===== src/rtl/mem_controller_pkg.sv =====
// Shared constants, core-control condition codes and controller state encoding.
package mem_controller_pkg;

  localparam int MC_DATA_W = 32;
  localparam int MC_ADDR_W = 6;
  localparam int MC_DEPTH  = 1 << MC_ADDR_W;

  // mc_data_condition = {HAS_DATA, VALID_DATA, HAS_DATA_R, VALID_DATA_R}
  localparam logic [3:0] COND_IDLE   = 4'b0000;
  localparam logic [3:0] COND_STORED = 4'b1100;
  localparam logic [3:0] COND_PROC   = 4'b1111;
  localparam logic [3:0] COND_DONE   = 4'b1110;

  typedef enum logic [2:0] {
    MC_IDLE,
    MC_STORE,
    MC_LOAD_A,
    MC_LOAD_B,
    MC_READY,
    MC_PROC,
    MC_CHECK
  } mc_state_e;

endpackage


===== src/rtl/mem_controller_if.sv =====
// Core-control / FPU facing bus of the memory controller.
interface mem_controller_if #(
  parameter int DATA_W = 32,
  parameter int ADDR_W = 6
);
  logic              mc_we;
  logic [ADDR_W-1:0] mc_addr_in;
  logic [3:0]        mc_data_condition;
  logic [DATA_W-1:0] mc_din;
  logic              mc_din_valid;
  logic [DATA_W-1:0] mc_opa;
  logic [DATA_W-1:0] mc_opb;
  logic              mc_op_valid;
  logic              mc_err;
  logic              mc_cont_procc;
  logic              mc_data_done;
  logic [ADDR_W:0]   mc_count;

  modport master (
    output mc_we, mc_addr_in, mc_data_condition, mc_din, mc_din_valid,
    input  mc_opa, mc_opb, mc_op_valid, mc_err, mc_cont_procc, mc_data_done, mc_count
  );

  modport slave (
    input  mc_we, mc_addr_in, mc_data_condition, mc_din, mc_din_valid,
    output mc_opa, mc_opb, mc_op_valid, mc_err, mc_cont_procc, mc_data_done, mc_count
  );
endinterface


===== src/rtl/mc_regfile.sv =====
// Operand buffer: one write port, one registered read port, contents not reset.
module mc_regfile #(
  parameter int DATA_W = 32,
  parameter int ADDR_W = 6,
  parameter int DEPTH  = 64
) (
  input  logic              mc_clk,
  input  logic              we,
  input  logic [ADDR_W-1:0] waddr,
  input  logic [DATA_W-1:0] wdata,
  input  logic [ADDR_W-1:0] raddr,
  output logic [DATA_W-1:0] rdata
);

  logic [DATA_W-1:0] mem [DEPTH];

  always_ff @(posedge mc_clk) begin
    if (we) mem[waddr] <= wdata;
    rdata <= mem[raddr];
  end

endmodule


===== src/rtl/mem_controller.sv =====
// Buffers operand words, hands A/B pairs to the FPU and returns the core handshake flags.
module mem_controller
  import mem_controller_pkg::*;
#(
  parameter int DATA_W = MC_DATA_W,
  parameter int ADDR_W = MC_ADDR_W,
  parameter int DEPTH  = MC_DEPTH
) (
  input  logic           mc_clk,
  input  logic           mc_reset,
  mem_controller_if.slave bus
);

  localparam int CNT_W = ADDR_W + 1;

  mc_state_e         state_q, state_d;
  logic [ADDR_W-1:0] wr_ptr_q, rd_ptr_q, wr_addr, rd_addr;
  logic [CNT_W-1:0]  count_q, consumed_q, pairs_left, pairs_after;
  logic [DATA_W-1:0] opa_q, opb_q, rdata;
  logic              op_valid_q, err_q, more_q, done_q, cont;
  logic              start_sess, do_wr, ovf, xfer_err, abort, load_a, load_b, to_check;
  logic [3:0]        cond;

  assign cond        = bus.mc_data_condition;
  assign pairs_left  = (count_q - consumed_q) >> 1;
  assign pairs_after = (count_q - consumed_q - CNT_W'(2)) >> 1;

  mc_regfile #(.DATA_W(DATA_W), .ADDR_W(ADDR_W), .DEPTH(DEPTH)) u_regfile (
    .mc_clk (mc_clk),
    .we     (do_wr),
    .waddr  (wr_addr),
    .wdata  (bus.mc_din),
    .raddr  (rd_addr),
    .rdata  (rdata)
  );

  always_ff @(posedge mc_clk or negedge mc_reset) begin
    if (!mc_reset) state_q <= MC_IDLE;
    else           state_q <= state_d;
  end

  // The read port is registered, so the A address is presented in the cycle the
  // request is accepted and the B address during MC_LOAD_A.
  always_comb begin
    state_d    = state_q;
    start_sess = 1'b0;
    do_wr      = 1'b0;
    ovf        = 1'b0;
    xfer_err   = 1'b0;
    abort      = 1'b0;
    wr_addr    = wr_ptr_q;
    rd_addr    = rd_ptr_q;
    case (state_q)
      MC_IDLE: begin
        if (bus.mc_we) begin
          start_sess = 1'b1;
          do_wr      = bus.mc_din_valid;
          wr_addr    = bus.mc_addr_in;
          state_d    = MC_STORE;
        end
      end
      MC_STORE: begin
        if (bus.mc_we) begin
          if (bus.mc_din_valid) begin
            if (count_q == CNT_W'(DEPTH)) ovf = 1'b1;
            else                          do_wr = 1'b1;
          end
        end else if (cond == COND_STORED) begin
          if (pairs_left == '0) xfer_err = 1'b1;
          else                  state_d  = MC_LOAD_A;
        end
      end
      MC_LOAD_A: begin
        rd_addr = rd_ptr_q + ADDR_W'(1);
        state_d = MC_LOAD_B;
      end
      MC_LOAD_B: state_d = MC_READY;
      MC_READY:  if (cond == COND_PROC) state_d = MC_PROC;
      MC_PROC:   if (cond == COND_DONE) state_d = MC_CHECK;
      MC_CHECK: begin
        if (cond == COND_STORED) begin
          if (pairs_left == '0) xfer_err = 1'b1;
          else                  state_d  = MC_LOAD_A;
        end
      end
      default: state_d = MC_IDLE;
    endcase
    if (state_q != MC_IDLE && state_q != MC_STORE && cond == COND_IDLE) begin
      abort   = 1'b1;
      state_d = MC_IDLE;
    end
  end

  assign load_a   = (state_q == MC_LOAD_A) && !abort;
  assign load_b   = (state_q == MC_LOAD_B) && !abort;
  assign to_check = (state_q == MC_PROC) && (state_d == MC_CHECK);

  always_ff @(posedge mc_clk or negedge mc_reset) begin
    if (!mc_reset) begin
      wr_ptr_q   <= '0;
      rd_ptr_q   <= '0;
      count_q    <= '0;
      consumed_q <= '0;
      opa_q      <= '0;
      opb_q      <= '0;
      op_valid_q <= 1'b0;
      err_q      <= 1'b0;
      more_q     <= 1'b0;
      done_q     <= 1'b0;
    end else begin
      if (start_sess) begin
        wr_ptr_q   <= bus.mc_addr_in + ADDR_W'(do_wr);
        rd_ptr_q   <= bus.mc_addr_in;
        count_q    <= CNT_W'(do_wr);
        consumed_q <= '0;
        err_q      <= 1'b0;
        more_q     <= 1'b0;
        done_q     <= 1'b0;
        op_valid_q <= 1'b0;
      end
      if (do_wr && state_q == MC_STORE) begin
        wr_ptr_q <= wr_ptr_q + ADDR_W'(1);
        count_q  <= count_q + CNT_W'(1);
      end
      if (ovf || xfer_err) err_q <= 1'b1;
      if (xfer_err)        done_q <= 1'b1;
      if (load_a)          opa_q <= rdata;
      if (load_b) begin
        opb_q      <= rdata;
        rd_ptr_q   <= rd_ptr_q + ADDR_W'(2);
        consumed_q <= consumed_q + CNT_W'(2);
        more_q     <= (pairs_after != '0);
        done_q     <= (pairs_after == '0);
        op_valid_q <= 1'b1;
      end
      if (to_check) op_valid_q <= 1'b0;
      // Session end keeps the operands and the error flag for the core to inspect.
      if (abort) begin
        op_valid_q <= 1'b0;
        more_q     <= 1'b0;
        done_q     <= 1'b0;
      end
    end
  end

  always_comb begin
    case (cond)
      COND_STORED: cont = op_valid_q;
      COND_DONE:   cont = more_q;
      default:     cont = 1'b0;
    endcase
  end

  assign bus.mc_opa        = opa_q;
  assign bus.mc_opb        = opb_q;
  assign bus.mc_op_valid   = op_valid_q;
  assign bus.mc_err        = err_q;
  assign bus.mc_cont_procc = cont;
  assign bus.mc_data_done  = done_q;
  assign bus.mc_count      = count_q;

endmodule


===== src/flat_wrapper.sv =====
// flat-port wrapper written by rule: the top's interface ports become plain ports
module mem_controller_flat import mem_controller_pkg::*;
#(
  parameter int DATA_W = MC_DATA_W,
  parameter int ADDR_W = MC_ADDR_W,
  parameter int DEPTH  = MC_DEPTH
)
  (mc_clk, mc_reset, bus_mc_we, bus_mc_addr_in, bus_mc_data_condition, bus_mc_din, bus_mc_din_valid, bus_mc_opa, bus_mc_opb, bus_mc_op_valid, bus_mc_err, bus_mc_cont_procc, bus_mc_data_done, bus_mc_count);
  mem_controller_if #(.DATA_W(DATA_W), .ADDR_W(ADDR_W)) bus_i ();
  input  logic mc_clk;
  input  logic mc_reset;
  input wire logic [$bits(bus_i.mc_we)-1:0] bus_mc_we;
  input wire logic [$bits(bus_i.mc_addr_in)-1:0] bus_mc_addr_in;
  input wire logic [$bits(bus_i.mc_data_condition)-1:0] bus_mc_data_condition;
  input wire logic [$bits(bus_i.mc_din)-1:0] bus_mc_din;
  input wire logic [$bits(bus_i.mc_din_valid)-1:0] bus_mc_din_valid;
  output wire logic [$bits(bus_i.mc_opa)-1:0] bus_mc_opa;
  output wire logic [$bits(bus_i.mc_opb)-1:0] bus_mc_opb;
  output wire logic [$bits(bus_i.mc_op_valid)-1:0] bus_mc_op_valid;
  output wire logic [$bits(bus_i.mc_err)-1:0] bus_mc_err;
  output wire logic [$bits(bus_i.mc_cont_procc)-1:0] bus_mc_cont_procc;
  output wire logic [$bits(bus_i.mc_data_done)-1:0] bus_mc_data_done;
  output wire logic [$bits(bus_i.mc_count)-1:0] bus_mc_count;
  assign bus_i.mc_we = bus_mc_we;
  assign bus_i.mc_addr_in = bus_mc_addr_in;
  assign bus_i.mc_data_condition = bus_mc_data_condition;
  assign bus_i.mc_din = bus_mc_din;
  assign bus_i.mc_din_valid = bus_mc_din_valid;
  assign bus_mc_opa = bus_i.mc_opa;
  assign bus_mc_opb = bus_i.mc_opb;
  assign bus_mc_op_valid = bus_i.mc_op_valid;
  assign bus_mc_err = bus_i.mc_err;
  assign bus_mc_cont_procc = bus_i.mc_cont_procc;
  assign bus_mc_data_done = bus_i.mc_data_done;
  assign bus_mc_count = bus_i.mc_count;
  mem_controller #(.DATA_W(DATA_W), .ADDR_W(ADDR_W), .DEPTH(DEPTH)) u_core (.mc_clk(mc_clk), .mc_reset(mc_reset), .bus(bus_i));
endmodule

===== config.mk =====
export PLATFORM = sky130hd
export DESIGN_NAME = mem_controller_flat
export DESIGN_NICKNAME = d
export VERILOG_FILES = /design/src/rtl/mem_controller_pkg.sv /design/src/rtl/mem_controller_if.sv /design/src/rtl/mc_regfile.sv /design/src/rtl/mem_controller.sv /design/src/flat_wrapper.sv
export SDC_FILE = /design/constraint.sdc
export NUM_CORES = 2
export LEC_CHECK = 0
export ABC_AREA = 1
export ABC_CLOCK_PERIOD_IN_PS = 5350
export BUFFER_PORTS_ARGS = -buffer_cell sky130_fd_sc_hd__buf_2
export CELL_PAD_IN_SITES_DETAIL_PLACEMENT = 0
export CELL_PAD_IN_SITES_GLOBAL_PLACEMENT = 1
export CORE_MARGIN = 2
export CORE_UTILIZATION = 51
export DETAILED_ROUTE_END_ITERATION = 10
export GPL_TIMING_DRIVEN = 0
export MAX_ROUTING_LAYER = met4
export PLACE_DENSITY = 0.86
export SYNTH_ARGS = -nofsm -noshare
export SYNTH_HDL_FRONTEND = slang
export SYNTH_SLANG_ARGS = --single-unit

===== constraint.sdc =====
create_clock -name mc_clk -period 5.35 [get_ports mc_clk]
set_input_delay 0 -clock mc_clk [delete_from_list [all_inputs] [get_ports mc_clk]]
set_output_delay 0 -clock mc_clk [all_outputs]
set_load 0.03 [all_outputs]

==> flow_metrics.py <==
metrics = {
    "outcome": {
        "status": "complete, but fails checks",
        "violations": "max-capacitance violations, max-slew violations",
    },
    "cts": {
        "post_cts_buffers": 0,
        "clockBufferDepth": 3,
        "cts_tree": "done",
        "clock_latency_ns": 0.89,
        "cts.clk_slew.worst_paths_ns": 0.06,
        "root_buffer": "clkbuf_16",
        "htree_levels": 4,
        "clock-sinks": 2176,
        "cts_buffers": 220,
    },
    "power": {
        "powerDensity_nw_per_um2": 534,
        "peakVddDrop_mv": 0.368,
        "leakagePower_nw": 42.5,
    },
    "sta": {
        "setup_slack_ns": 0.540,
        "clock-skew-final_ns": 0.0566,
        "rsz0062_at_grt": "no",
        "tightest_slew_ns": 1.57,
        "setup_viol": 0,
        "fmax_ghz": 0.208,
        "slew_violations": 87,
        "slew_headroom_pct": -4.85,
        "finalCriticalPeriod_ns": 4.81,
        "finalCritPeriodShare_pct": 89.9,
        "hold_violations": 0,
    },
    "setup_path": {
        "path_delay_family": "simple AND/OR/NAND/NOR gates",
        "crit_slowest_cell": "nor2_4",
        "crit_chain": "inv_2, nand2_1, nor2_2, buf_2, o21ai_0, inv_1, nor2_1, nand3_1, nor2_4, buf_12",
        "crit_path_start_kind": "flip-flop",
        "worst_path_largest_cell_delay_ns": 1.07,
        "crit_buf_inv": 4,
        "cp-end-kind": "flip-flop",
        "arrival_ns": 5.36,
        "r2r-start": "u_core.state_q[2]",
        "crit_start": "u_core.state_q[2]",
        "path_class": "reg2reg",
        "path_max_fanout": 17,
        "required_ns": 5.90,
        "rrSetupSlack_ns": 0.54,
    },
    "final_layout": {
        "post-route-util_pct": 58.9,
        "layout_common_cells": "nand3_1, edfxtp_1, nand2_1",
        "final_common_cell": "nand3_1",
        "stdcell_area_sq_um": 109000,
        "layout-drive-gt1-share_pct": 12.1,
        "nets": 8982,
        "fillers": 15100,
        "area_growth_pct": 15.1,
        "instances_no_fill": 11600,
    },
    "detailed_routing": {
        "drt_wl_total_mm": 354,
        "via_per_inst": 6.13,
        "wl_per_cell_um": 30.5,
        "drt_iter0_drc": 11700,
        "via_count": 71100,
        "antenna_left": 0,
        "first_pass_iters": 8,
        "drc": 0,
    },
    "hold_path": {
        "hold_path_startpoint": "bus_mc_din[29]",
        "hold_class": "in2reg",
    },
    "grt": {
        "grt_pass1_vias": 65800,
        "track_usage_pct": 37.7,
        "antenna_found_initial": 26,
        "grt-ovfl-total": 0,
        "grt_max_degree": 76,
        "grt_pass1_wl_mm": 486,
    },
    "place": {
        "dp_hpwl_mm": 246,
        "place_area_sq_um": 101000,
        "gp_congestion": 1.06,
        "numPlacedInstances": 11100,
        "pre_cts_ws_ns": 0.829,
        "numPortBuffers": 120,
    },
    "floorplan": {
        "dieArea_sq_um": 189000,
        "rows": 158,
        "start_util_pct": 51.2,
        "die_h_um": 435,
        "die_x_um": 435,
        "core_sq_um": 185000,
        "pin_count": 121,
    },
    "synthesis": {
        "synth_area_per_cell_sq_um": 11.3,
        "ys_seq_area_share_pct": 68.1,
        "ys_warn_count": 0,
        "synth_cell_types": 43,
        "syn_inst": 8408,
        "syn_nets": 8468,
        "syn-cell-area_sq_um": 94800,
        "ys_seq_elements": 2176,
    },
    "job": {
        "maxCapViolCount": 5,
    },
}
==> per-layer routing <==
metal	GRT usage (%)	share of wire, %	up-vias
met5	-	0	-
met3	9.36	12	1005
met1	47.5	36	34900
met2	55.4	44	5016
met4	22.2	6.8	0
li1	-	-	30200
==> area by class of cell <==
cell class              instances  area, sq um  area share [%]
clock inverters               116         1050           0.963
diodes                         32         80.1          0.0734
inverters                     981         3680            3.38
plain buffers                 570         2820            2.59
well taps                    2480         3100            2.85
flip-flops and latches       2176        64500            59.2
clock buffers                 279         5910            5.42
repair buffers                292         3670            3.37
multi-input cells            4681        24200            22.2
==> sequential cells by signal, indices dropped and copies added (netlist names), 3 cells and up <==
signal and count:
u_core.bus.mc_count 7, u_core.bus.mc_opb 32, u_core.wr_ptr_q 6, u_core.u_regfile.rdata 32
u_core.consumed_q 6, u_core.u_regfile.mem 2048, u_core.state_q 3, u_core.bus.mc_opa 32
u_core.rd_ptr_q 6
==> synth_stat cells <==
library cell     n  area share, %
nand3_1       2054             11
edfxtp_1      2048             65
o211ai_1         3          0.024
nand2_1       1532            6.1
dfrtp_1         96            2.5
xor2_1          12           0.11
buf_1           35           0.14
buf_4           40           0.32
nand4_1          6          0.040
a21oi_1          9          0.048
dfxtp_1         32           0.68
inv_1          975            3.9
nor3b_1          1         0.0079
nor2_1          91           0.36
xor2_2           1          0.017
xnor2_1          4          0.037
nand2_2          3          0.020
o311ai_0         1         0.0092
clkinv_1         1         0.0040
a31oi_1          3          0.020
clkbuf_1        76           0.30
nand3b_1       800            6.3
nor3_1           9          0.048
conb_1           1         0.0040
nor3b_2          1          0.013
buf_2          418            2.2
nor4b_1          1         0.0092
buf_6            1          0.012
nor4_1           1         0.0066
o22ai_1          5          0.033
nand3_2          1          0.011
o21ai_0         85           0.45
nor2_2           1         0.0066
o21ai_1          2          0.011
nand4_4          1          0.022
fa_1             1          0.021
or2_2           33           0.22
o221ai_1         1         0.0092
o21ai_2          3          0.028
o21a_1           1         0.0079
nor2_4           1          0.012
inv_2            5          0.020
ha_1            13           0.17
==> power breakdown <==
| part | leakage, nW | internal [mW] | switching, mW |
|---|---|---|---|
| Combinational | 19.1 | 5.64 | 18.0 |
| Sequential | 19.9 | 19.2 | 0.252 |
| Clock | 3.40 | 8.42 | 6.73 |
| Total | 42.5 | 33.3 | 25.0 |
==> final timing paths <==
path,end,cells after the start
max in group asynchronous,u_core.bus.mc_opb[0],5
worst min register to register,u_core.bus.mc_opa[28],2
worst max register to register,u_core.u_regfile.mem[42][25],10
min in group asynchronous,u_core.bus.mc_count[2],4
worst max-delay path,u_core.u_regfile.mem[42][25],10
worst min-delay path,u_core.u_regfile.mem[61][29],1
==> kinds of logic (layout without fill, tap and decap cells) <==
group	Yosys count	count (layout)	synth area share, %
xor+xnor	17	17	0.165
simple gates	4536	4536	24.0
buf+inv	1551	2238	6.86
fa+ha+maj	14	14	0.193
flops	2176	2176	68.1
compound gates	113	113	0.638
other cells	1	33	0.00396
==> metrics by stage <==
step           hold slack, ns  setup TNS [ns]  total power, mW
5_1_grt                0.0550               0             59.8
4_1_cts                0.0175               0             57.1
3_3_place_gp            0.314        -2341.39             41.7
3_5_place_dp          -0.0805               0             42.2
6_report               0.0412               0             58.3
2_1_floorplan          -0.296               0             32.0
==> what timing repair did <==
action                    in CTS  in global routing
hold buffers                  58                  7
hold endpoints to repair    1594                448
gates resized for setup        0                  0
Power figures use the tool's default switching activity.
